==> config.mk <==
export PLATFORM = sky130hd
export DESIGN_NAME = pulse_interval_meter
export DESIGN_NICKNAME = d
export VERILOG_FILES = /design/src/rtl/pulse_interval_meter.sv
export SDC_FILE = /design/constraint.sdc
export NUM_CORES = 1
export LEC_CHECK = 0
export ABC_AREA = 1
export CORE_MARGIN = 2
export CORE_UTILIZATION = 45
export DETAILED_ROUTE_END_ITERATION = 6
export GPL_TIMING_DRIVEN = 0
export PLACE_DENSITY = 0.69
export SYNTH_ARGS = -nofsm -noshare
export SYNTH_HDL_FRONTEND = slang
export SYNTH_SLANG_ARGS = --single-unit
==> constraint.sdc <==
create_clock -name clock -period 3.4 [get_ports clock]
set_clock_uncertainty 0.2 [all_clocks]
set_input_delay 0.68 -clock clock [delete_from_list [all_inputs] [get_ports clock]]
set_output_delay 0.68 -clock clock [all_outputs]
set_load 0.005 [all_outputs]
==> src/rtl/pulse_interval_meter.sv <==
// Pulse interval meter.
// Counts count_en ticks between successive pulse_in strobes. Measurement is
// back-to-back, so the strobe that closes one interval also opens the next.
// Each completed interval goes to a single-entry valid/ready output register.
// When that register is still holding an unaccepted result, the new result is
// discarded and a one-cycle dropped pulse is raised.
module pulse_interval_meter #(
  parameter int W = 9
) (
  input  logic         clock,
  input  logic         reset,
  input  logic         arm,
  input  logic         count_en,
  input  logic         pulse_in,
  output logic [W-1:0] meas_value,
  output logic         meas_ovf,
  output logic         meas_valid,
  input  logic         meas_ready,
  output logic         dropped
);

  localparam logic [W-1:0] CNT_MAX  = {W{1'b1}};
  localparam logic [W-1:0] CNT_ZERO = {W{1'b0}};
  localparam logic [W-1:0] CNT_ONE  = {{(W-1){1'b0}}, 1'b1};

  typedef enum logic [0:0] {
    IDLE    = 1'b0,
    MEASURE = 1'b1
  } state_t;

  state_t       state_r;
  state_t       state_nxt_s;
  logic [W-1:0] cnt_r;
  logic [W-1:0] cnt_nxt_s;
  logic         cnt_ovf_r;
  logic         cnt_ovf_nxt_s;

  logic         ev_s;
  logic         done_s;
  logic [W:0]   sum_s;
  logic         res_ovf_s;
  logic [W-1:0] res_value_s;

  logic [W-1:0] meas_value_r;
  logic         meas_ovf_r;
  logic         meas_valid_r;
  logic         dropped_r;

  // Every sampled-high pulse_in is an event; a held level counts once per cycle.
  assign ev_s = pulse_in;

  // Closing value: the end-cycle tick is included. The sum is one bit wider so
  // that a carry out of the W-bit counter shows up as saturation.
  assign sum_s       = {1'b0, cnt_r} + {{W{1'b0}}, count_en};
  assign res_ovf_s   = cnt_ovf_r | sum_s[W];
  assign res_value_s = res_ovf_s ? CNT_MAX : sum_s[W-1:0];

  // Holds the FSM state and the saturating interval counter.
  always_ff @(posedge clock) begin
    if (reset) begin
      state_r   <= IDLE;
      cnt_r     <= CNT_ZERO;
      cnt_ovf_r <= 1'b0;
    end else begin
      state_r   <= state_nxt_s;
      cnt_r     <= cnt_nxt_s;
      cnt_ovf_r <= cnt_ovf_nxt_s;
    end
  end

  // Computes the next state and counter, and flags a completed interval.
  always_comb begin
    state_nxt_s   = state_r;
    cnt_nxt_s     = cnt_r;
    cnt_ovf_nxt_s = cnt_ovf_r;
    done_s        = 1'b0;
    case (state_r)
      IDLE: begin
        // The start cycle's tick is deliberately not counted.
        cnt_nxt_s     = CNT_ZERO;
        cnt_ovf_nxt_s = 1'b0;
        if (arm && ev_s) begin
          state_nxt_s = MEASURE;
        end else begin
          state_nxt_s = IDLE;
        end
      end
      MEASURE: begin
        if (!arm) begin
          state_nxt_s   = IDLE;
          cnt_nxt_s     = CNT_ZERO;
          cnt_ovf_nxt_s = 1'b0;
        end else if (ev_s) begin
          // Closing strobe reopens the next interval straight away.
          done_s        = 1'b1;
          state_nxt_s   = MEASURE;
          cnt_nxt_s     = CNT_ZERO;
          cnt_ovf_nxt_s = 1'b0;
        end else if (count_en) begin
          if (cnt_r == CNT_MAX) begin
            cnt_nxt_s     = CNT_MAX;
            cnt_ovf_nxt_s = 1'b1;
          end else begin
            cnt_nxt_s     = cnt_r + CNT_ONE;
            cnt_ovf_nxt_s = cnt_ovf_r;
          end
        end else begin
          cnt_nxt_s     = cnt_r;
          cnt_ovf_nxt_s = cnt_ovf_r;
        end
      end
      default: begin
        state_nxt_s   = IDLE;
        cnt_nxt_s     = CNT_ZERO;
        cnt_ovf_nxt_s = 1'b0;
      end
    endcase
  end

  // Single-entry output register. It loads when empty or being drained,
  // otherwise it discards the new result and pulses dropped.
  always_ff @(posedge clock) begin
    if (reset) begin
      meas_value_r <= CNT_ZERO;
      meas_ovf_r   <= 1'b0;
      meas_valid_r <= 1'b0;
      dropped_r    <= 1'b0;
    end else begin
      dropped_r <= 1'b0;
      if (done_s) begin
        if (!meas_valid_r || meas_ready) begin
          meas_value_r <= res_value_s;
          meas_ovf_r   <= res_ovf_s;
          meas_valid_r <= 1'b1;
        end else begin
          dropped_r <= 1'b1;
        end
      end else if (meas_valid_r && meas_ready) begin
        meas_valid_r <= 1'b0;
      end else begin
        meas_valid_r <= meas_valid_r;
      end
    end
  end

  assign meas_value = meas_value_r;
  assign meas_ovf   = meas_ovf_r;
  assign meas_valid = meas_valid_r;
  assign dropped    = dropped_r;

endmodule

==> impl_metrics.toml <==
[cts]
cts_tree = "yes"
cts_setup_buffers = 0
clockBufferDepth = 2
holdBufCountCts = 0
root_buffer = "clkbuf_4"
clk_pin_slew_ns = 0.12
post_cts_resized = 0
clk_latency_ns = 0.31
cts_max_level = 1
cts.sinks = 23
cts_made_buffers = 3

[timing]
min_period_ns = 2.18
rsz0062_at_grt = "false"
relSlewSlack_pct = 71.1
slew_viol_final = 0
finalSetupViolations = 0
clock.fmax_mhz = 458
fin_crit_sh_pct = 64.2
finalSetupTns_ns = 0
worstMarginPinSlew_ns = 0.434
finalHoldViolations = 0

[die]
io_pins = 18
core_area_um2 = 2480
initial_core_util_pct = 47.4
die_x_um = 55.1
rows = 18
die-area_um2 = 3030
fp.dieH_um = 55.1

[global_route]
grt_usage_pct = 17.6
grt_pass1_vias = 912
grt_pass1_wl_mm = 3.80
grt_max_degree = 14
antenna_found_initial = 0
globalRoute.totalOverflow = 0

[layout]
syn_to_final_growth_pct = 20.0
nets = 192
antenna_cells = 0
final_core_util_pct = 56.9
drive_gt1_share_pct = 10.4

[min_path]
worstHoldStart = "cnt_ovf_r"
holdPathEnd = "cnt_ovf_r"
hold_path_class = "reg2reg"
worstHoldPathCells = 2

[setup_path]
crit_family = "buffers and inverters"
crit_type = "in2reg"
reg2reg_from = "cnt_r[1]"
path_cells = "clkdlybuf4s50_1 > ha_1 > ha_1 > nand3_1 > inv_1 > nand3_1 > nand3_1 > nor2_1 > nor2_1"
max_stage_delay_ns = 0.50
cp.arrival_ns = 2.20
path_max_fanout = 3
slowest_stage = "clkdlybuf4s50_1"
end_kind = "flop"
r2r_setup_slack_ns = 1.77
r2r_cells = 7
cp.required_ns = 3.41
cpMostUsedCell = "nand3_1"
path_depth = 9
timing.rr.end = "cnt_r[7]"
crit_buf_inv = 2
cp-start-kind = "primary input"

[run_status]
outcome = "finished, final reports clean"

[detailed_routing]
drt_iter0_markers = 20
wl_per_cell_um = 11.0
drcViolationCount = 0
num_vias = 1081
viasPerCell = 5.10
drt-total-wl_mm = 2.34
drt_pass1_iterations = 4
ant_nets = 0

[placed_design]
gp_congestion = 0.806
hpwl_mm = 1.83
port_buffers = 17

[yosys]
yosys.area.top_type = "dfxtp_1"
synth_top_family_by_area = "simple AND/OR/NAND/NOR gates"
synth_xor_area_share_pct = 4.48
synth_nets = 170
synth-adder-area-share_pct = 3.20
netlist_area_um2 = 1170
synth_top_area_share_pct = 39.2
synthDistinctLibCells = 24
yosys.area_share.simple_pct = 30.7
synthCells = 161
synth_compound_area_share_pct = 15.7
synth_area_per_cell_um2 = 7.29
synth-seq-cells = 23
yosysWarningCount = 0
synth-seq-area-share_pct = 39.2
muxShareOfSynthArea_pct = 0
synthTopCellsByArea = "dfxtp_1 (39%), nand2_1 (8.3%), nor2_1 (7.0%)"

[power_and_ir_drop]
p_per_area_nw_per_um2 = 304
ir_drop_mv = 0.235
p_leak_nw = 0.537

[flow_run]
max_cap_violations = 0
area by class of cell:
type	instances	area [um2]
Buffer	2	11.3
Inverter	18	67.6
Fill cell	252	1070
Timing Repair Buffer	17	170
Sequential cell	23	460
Tap cell	30	37.5
Clock buffer	3	22.5
Clock inverter	1	5.00
Multi-Input combinational cell	118	634
layout by cell type (no fill, tap or decap), drive strengths merged:
cell type      instances
xor2                   4
dfxtp                 23
xnor2                  2
o211ai                 2
nand4                  1
nand3b                 1
clkdlybuf4s50         17
clkinv                 1
o21ai                 18
nand2                 29
a21oi                 15
clkbuf                 4
ha                     3
inv                   18
nand3                 13
nor2                  29
buf                    1
nor3                   1
worst max-delay path by stage:
stage	start	to
6_report	count_en	meas_value[8]
4_1_cts	count_en	meas_value[8]
3_3_place_gp	count_en	meas_value[6]
3_5_place_dp	count_en	meas_value[8]
5_1_grt	count_en	meas_value[8]
2_1_floorplan	count_en	meas_value[8]
flip-flops by register name (all words and copies together) (netlist names):
signal / flops
cnt_r: 9
meas_ovf: 1
meas_value: 9
cnt_ovf_r: 1
state_r: 1
dropped: 1
meas_valid: 1
synth_stat cells:
master     n
o211ai_1   2
nand3_1   12
inv_2      1
xnor2_1    2
xor2_1     4
nor3_1     1
nand2_1   26
nor2_2     3
nor2_1    22
clkbuf_1   1
a21oi_2    1
nand4_1    1
nand2_4    1
o21ai_1    3
nor2_4     4
buf_4      1
inv_1     17
dfxtp_1   23
nand3b_2   1
nand2_2    2
ha_1       3
a21oi_1   14
o21ai_0   15
nand3_2    1
worst register-to-register path, stage by stage (launching register included):
cell and delay, ns:
dfxtp_1 0.46, ha_1 0.24, nand2_1 0.09, nor2_2 0.14, nand3_2 0.16, nand3_1 0.12, nand2_1 0.05, a21oi_1 0.12
per-stage QoR:
step / hold WS, ns / area (um2) / std cells / worst slack [ns] / power (mW)
floorplan: 0.237 / 1170 / 161 / 1.58 / 0.292
global placement: 0.267 / 1380 / 208 / 0.910 / 0.309
detailed placement: 0.265 / 1380 / 208 / 0.875 / 0.310
CTS: 0.300 / 1410 / 212 / 1.22 / 0.435
global route: 0.339 / 1410 / 212 / 1.15 / 0.447
finish: 0.299 / 1410 / 212 / 1.22 / 0.428
kinds of logic after synthesis:
| group | Yosys count |
|---|---|
| xor gates and xnor gates | 6 |
| AOI/OAI and AO/OA | 35 |
| adders and majority gates | 3 |
| and+or+nand+nor | 74 |
| buffers and inverters | 20 |
| DFF | 23 |
report_power, final:
part / internal, mW / switching, mW
logic: 0.0140 / 0.0144
clock network: 0.0439 / 0.0803
registers: 0.273 / 0.00193
total: 0.331 / 0.0966
metal layers:
metal	share of wire, %	track usage, %	routed length (um)
met2	46	27.8	1070
met4	1.6	8.54	37
met5	0	0	0
met1	48	23.4	1110
met3	4.7	2.69	110
Power figures use the tool's default switching activity.
==> patch 1: new RTL, same flow settings <==
The parameter `W` goes from 9 to 18.
--- a/src/rtl/pulse_interval_meter.sv
+++ b/src/rtl/pulse_interval_meter.sv
@@ -5,7 +5,7 @@
 // When that register is still holding an unaccepted result, the new result is
 // discarded and a one-cycle dropped pulse is raised.
 module pulse_interval_meter #(
-  parameter int W = 9
+  parameter int W = 18
 ) (
   input  logic         clock,
   input  logic         reset,
Interface: changed (resized meas_value); port bits go from 18 to 27. No check against the original RTL was run, so the function may have changed too.
==> patch 1 against the unedited design <==
- sequential cell count rose by 18
- count of clock-buffer cells in the layout rose by 2
- largest power group unchanged
- power rose by 120%
- final area rose by 93%
- setup slack got worse by 320 ps
- core utilization fell by 0.058 points
- routed wire length rose by 140%
- area after synthesis rose by 93%
- final cell count rose by 110%
- clock power rose to 3.1 times the old value
- sequential share of layout area fell by 2.5 points
- first-iteration DRC count rose to 6.2 times the old value
- die area rose by 86%
==> patch 1: results (changes against the unedited design) <==
[worst_setup_path]
crit_arrival_ps = 2530  ; was 2200 ps
r2r-end = meas_value[16]  ; was cnt_r[7]
ff2ff_path_depth = 11  ; was 7
rr_startpoint = cnt_r[0]  ; was cnt_r[1]
r2r_slack_ps = 1280  ; was 1770 ps
cp_max_fo = 10  ; was 3

[clocking]
cts_root_buffer = clkbuf_8  ; was clkbuf_4
clk_latency_ps = 290  ; was 310 ps
cts-resized-gates = 0  ; unchanged
clkTransAtPathRegs_ps = 80  ; was 120 ps
h-tree-depth = 2  ; was 1
cts_buffers = 5  ; was 3

[detailed_routing]
drtPass1Iterations = 5  ; was 4
vias = 2151  ; was 1081
routedWlPerCell_microns = 12.77  ; was 11.02 microns
first_iter_violations = 123  ; was 20
viasPerCell = 4.889  ; was 5.099

[run_status]
status = completed  ; unchanged

[synth]
ys_top_cells_by_count = 66 x nand2_1, 53 x nor2_1, 44 x inv_1, 41 x dfxtp_1, 25 x nand3_1  ; was 26 x nand2_1, 23 x dfxtp_1, 22 x nor2_1, 17 x inv_1, 15 x o21ai_0
ys_seq_area_frac = 0.3614  ; was 0.3923
syn_nets = 349  ; was 170
synth_cell_type_count = 28  ; was 24
syn_inst = 340  ; was 161
synth_area_leaders = dfxtp_1 36%, nand2_1 11%, nor2_1 8.8%  ; was dfxtp_1 39%, nand2_1 8.3%, nor2_1 7.0%

[placement]
gp_congestion = 0.8995  ; was 0.8055
placedCellCount = 433  ; was 208
dpl.hpwl_mm = 4.236  ; was 1.827 mm
dp_slack_ps = 580.8  ; was 875.1 ps
portBuffers = 26  ; was 17

[global_routing]
grt_pass1_vias = 1872  ; was 912
grt_first_pass_wirelength_mm = 9.135  ; was 3.795 mm
antenna_found_initial = 0  ; unchanged
grtUsageTotal = 0.2125  ; was 0.1762
grt_max_degree = 13  ; was 14

[sta]
maxSlewHeadroom = 0.6220  ; was 0.7107
finalMaxSlewViolations = 0  ; unchanged
finalHoldViolCount = 0  ; unchanged

[pwr]
ir_drop_v = 0.0001693  ; was 0.0002354 V
p_leak_uw = 0.001131  ; was 0.0005369 uW

[cells_and_area]
drive_gt1_frac = 0.08579  ; was 0.1044
finalNetCount = 382  ; was 192

[worst_hold_path]
holdPathEnd = cnt_ovf_r  ; unchanged
min-delay-start = cnt_ovf_r  ; unchanged

-- patch 1: cell families after synthesis --
kind of cell,synth area share
and+or+nand+nor,0.3251
buffers and inverters,0.1107
AOI/OAI and AO/OA,0.1284
DFF,0.3614
xor gates and xnor gates,0.05785
adders and majority gates,0.01653
-- patch 1: layout make-up --
cell class              count  area [sq um]  share of cell area
plain buffers              13         75.07             0.02761
clock buffers               5         68.82             0.02531
clock inverters             2         35.03             0.01289
inverters                  47         176.4             0.06489
multi-input cells         239          1199              0.4409
flip-flops and latches     41         820.8              0.3019
well taps                  67         83.83             0.03083
repair buffers             26         260.3             0.09572
-- patch 1: worst max-delay path, cell delays in order --
cell	delay (ps)
clkdlybuf4s50_1	470
ha_1	170
ha_1	190
nand3_2	130
nor2_4	180
nand2_2	140
nor2_2	120
nor2_1	50
nand2_2	120
buf_6	160
nor2_1	60
nor2_2	60
-- patch 1: how the worst max path moves through the flow --
stage                     cells after the start              to  slack [ps]
after global placement                       12  meas_value[16]         600
after detailed placement                     12  meas_value[16]         580
final                                        12  meas_value[16]         900
after global routing                         11  meas_value[14]         740
after CTS                                    12  meas_value[16]         890
after floorplan                              11  meas_value[16]        1240
-- patch 1: layer usage --
metal  up-vias  global-route usage  share of wire  wire length, microns
met2        59              0.3421           0.44                  2459
met5         -                   0              0                     0
li1       1146                   -              -                     -
met3         7             0.03347          0.048                   268
met1       939              0.3000           0.50                  2832
met4         0             0.04762          0.010                    57
-- patch 1: report_power, final --
group | internal (uW) | switching (uW) | leakage, uW
clock network | 214 | 170 | 0.0000540
registers | 486 | 3.22 | 0.000331
logic | 22.5 | 26.4 | 0.000745
total | 722 | 200 | 0.00113
-- patch 1: stage by stage --
step                      area (sq um)  hold WS (ps)
final                             2719         299.1
after global routing              2719         342.8
after CTS                         2719         292.0
after detailed placement          2615         279.4
after global placement            2615         274.3
after floorplan                   2271         255.3
==> patch 2: new RTL, config.mk and constraints unchanged <==
Made on the original files. Make the reset (`reset`) asynchronous in 2 clocked blocks.
--- a/src/rtl/pulse_interval_meter.sv
+++ b/src/rtl/pulse_interval_meter.sv
@@ -56,7 +56,7 @@
   assign res_value_s = res_ovf_s ? CNT_MAX : sum_s[W-1:0];
 
   // Holds the FSM state and the saturating interval counter.
-  always_ff @(posedge clock) begin
+  always_ff @(posedge clock or posedge reset) begin
     if (reset) begin
       state_r   <= IDLE;
       cnt_r     <= CNT_ZERO;
@@ -119,7 +119,7 @@
 
   // Single-entry output register. It loads when empty or being drained,
   // otherwise it discards the new result and pulses dropped.
-  always_ff @(posedge clock) begin
+  always_ff @(posedge clock or posedge reset) begin
     if (reset) begin
       meas_value_r <= CNT_ZERO;
       meas_ovf_r   <= 1'b0;
Function: differs if reset is asserted again (counterexample within 4 cycles, from zero or initial values and one cycle with reset high); with reset held inactive, the same outputs for 10 cycles.
==> patch 2 against the unedited design <==
- area after synthesis is 11% higher
- setup slack got worse by 140 ps
- routed wire length is 3.4% higher
- count of clock-buffer cells in the layout increased by 1
- final area grew 9.3%
- register-to-register slack got worse by 160 ps
- final cell count rose by 2.4%
- critical path depth up 1
- global-route usage is 0.88 points lower
- sequential cell count did not move
- synthesized cell count increased by 2.5%
- via count down 0.83%
- critical path type unchanged
- largest cell class unchanged
Power is not compared: it rests on default switching activity, and its combinational part moved more than twofold at a synthesized area within 25%.
==> patch 2: results (changes against the unedited design) <==
[worst_setup_path]
ff2ff_path_depth = 9  ; was 7
max_stage_delay_ps = 580  ; was 500 ps
crit_arrival_ps = 2330  ; was 2200 ps
cp_max_fo = 6  ; was 3
critical_path.top_delay_family = buffers and inverters  ; unchanged

[detailed_routing]
viasPerCell = 4.940  ; was 5.099
first_iter_violations = 23  ; was 20
finalWirelength_mm = 2.416  ; was 2.336 mm
drtPass1Iterations = 4  ; unchanged

[synth]
synthArstFlopShare = 1.000  ; was 0
yosys_warnings = 0  ; unchanged
syn_nets = 174  ; was 170
ys_top_cells_by_count = 41 x nand2_1, 36 x nor2_1, 23 x dfrtp_1, 17 x nand3_1, 15 x inv_1  ; was 26 x nand2_1, 23 x dfxtp_1, 22 x nor2_1, 17 x inv_1, 15 x o21ai_0
ys_seq_area_frac = 0.4410  ; was 0.3923
synth_area_leaders = dfrtp_1 44%, nand2_1 12%, nor2_1 10%  ; was dfxtp_1 39%, nand2_1 8.3%, nor2_1 7.0%
synth_cell_type_count = 21  ; was 24
synthFlopType = dfrtp_1  ; was dfxtp_1

[placement]
portBuffers = 17  ; unchanged
dp_slack_ps = 740.8  ; was 875.1 ps
gp_congestion = 0.9484  ; was 0.8055
dpl.hpwl_mm = 1.887  ; was 1.827 mm

[pwr]
ir_drop_v = 0.0002592
p_leak_uw = 0.0008213

[worst_hold_path]
min_path_cells = 1  ; was 2

[clocking]
clkTransAtPathRegs_ps = 120  ; about the same
h-tree-depth = 1  ; unchanged
cts.path.max_buffers = 2  ; unchanged
cts_root_buffer = clkbuf_4  ; unchanged
cts_setup_buffers = 0  ; unchanged
cts-resized-gates = 0  ; unchanged
cts_buffers = 3  ; unchanged

[global_routing]
grt_max_degree = 24  ; was 14
grtUsageTotal = 0.1675  ; was 0.1762
grt_pass1_vias = 1087  ; was 912
grt_first_pass_wirelength_mm = 4.416  ; was 3.795 mm

[cells_and_area]
diodes = 0  ; unchanged
drive_gt1_frac = 0.1183  ; was 0.1044
finalNetCount = 196  ; was 192
nFillCells = 286  ; was 252

[sta]
tightestPinTransition_ps = 858.4  ; was 434.0 ps

[run_status]
status = completed  ; unchanged

patch 2: cell types whose count changed in the layout (fill, tap and decap cells not counted), sizes merged, moves of 5 or more:
cell   change
nor2      +14
a21oi     -14
nand3      +5
dfxtp     -23
o21ai     -11
nand2     +18
dfrtp     +23
patch 2: where the power goes:
group          internal [uW]  leakage [uW]  switching (uW)  total [uW]
Combinational           72.2      0.000509            44.7         117
Sequential               304      0.000297            15.3         319
Clock                   45.7     0.0000150            78.5         124
Total                    422      0.000821             139         560
patch 2: routing by layer:
| metal | part of all wire | global-route usage |
|---|---|---|
| met2 | 0.48 | 0.2825 |
| met5 | 0 | 0 |
| met4 | 0.011 | 0.06312 |
| met1 | 0.48 | 0.2178 |
| met3 | 0.036 | 0.02455 |
patch 2: cell type report:
| cell class | instances | area [sq um] | area share |
|---|---|---|---|
| plain buffers | 1 | 7.507 | 0.004874 |
| flip-flops and latches | 23 | 575.6 | 0.3737 |
| repair buffers | 17 | 170.2 | 0.1105 |
| clock buffers | 4 | 26.28 | 0.01706 |
| inverters | 17 | 63.81 | 0.04143 |
| well taps | 31 | 38.79 | 0.02518 |
| multi-input cells | 124 | 658.1 | 0.4273 |
patch 2: final timing paths:
path,startpoint,endpoint,slack [ps]
setup / recovery,count_en,meas_value[8],1070
hold / removal,meas_ovf,meas_ovf,300
setup reg to reg,cnt_r[0],meas_value[8],1610
hold reg to reg,meas_ovf,meas_ovf,300
max in group asynchronous,reset,meas_value[0],1840
min in group asynchronous,reset,meas_value[7],640
patch 2: through the flow:
stage / util / cells / hold WS, ps / total power (uW) / area [sq um]
global route: 0.5585 / 217 / 334.2 / 593.5 / 1540
CTS: 0.5585 / 217 / 310.8 / 573.2 / 1540
floorplan: - / 165 / 270.0 / 369.8 / 1305
global placement: 0.5490 / 213 / 272.8 / 440.8 / 1514
finish: 0.5585 / 217 / 303.8 / 560.4 / 1540
detailed placement: 0.5490 / 213 / 280.7 / 444.9 / 1514
patch 2: cell families (layout without fill, tap and decap cells):
logic type      count (synthesis)  count (layout)  share of synthesized area
flops                          23              23                     0.4410
simple gates                  109             109                     0.4132
buf+inv                        18              39                    0.05464
fa+ha+maj                       3               3                    0.02877
xor+xnor                        3               3                    0.02014
compound gates                  9               9                    0.04218
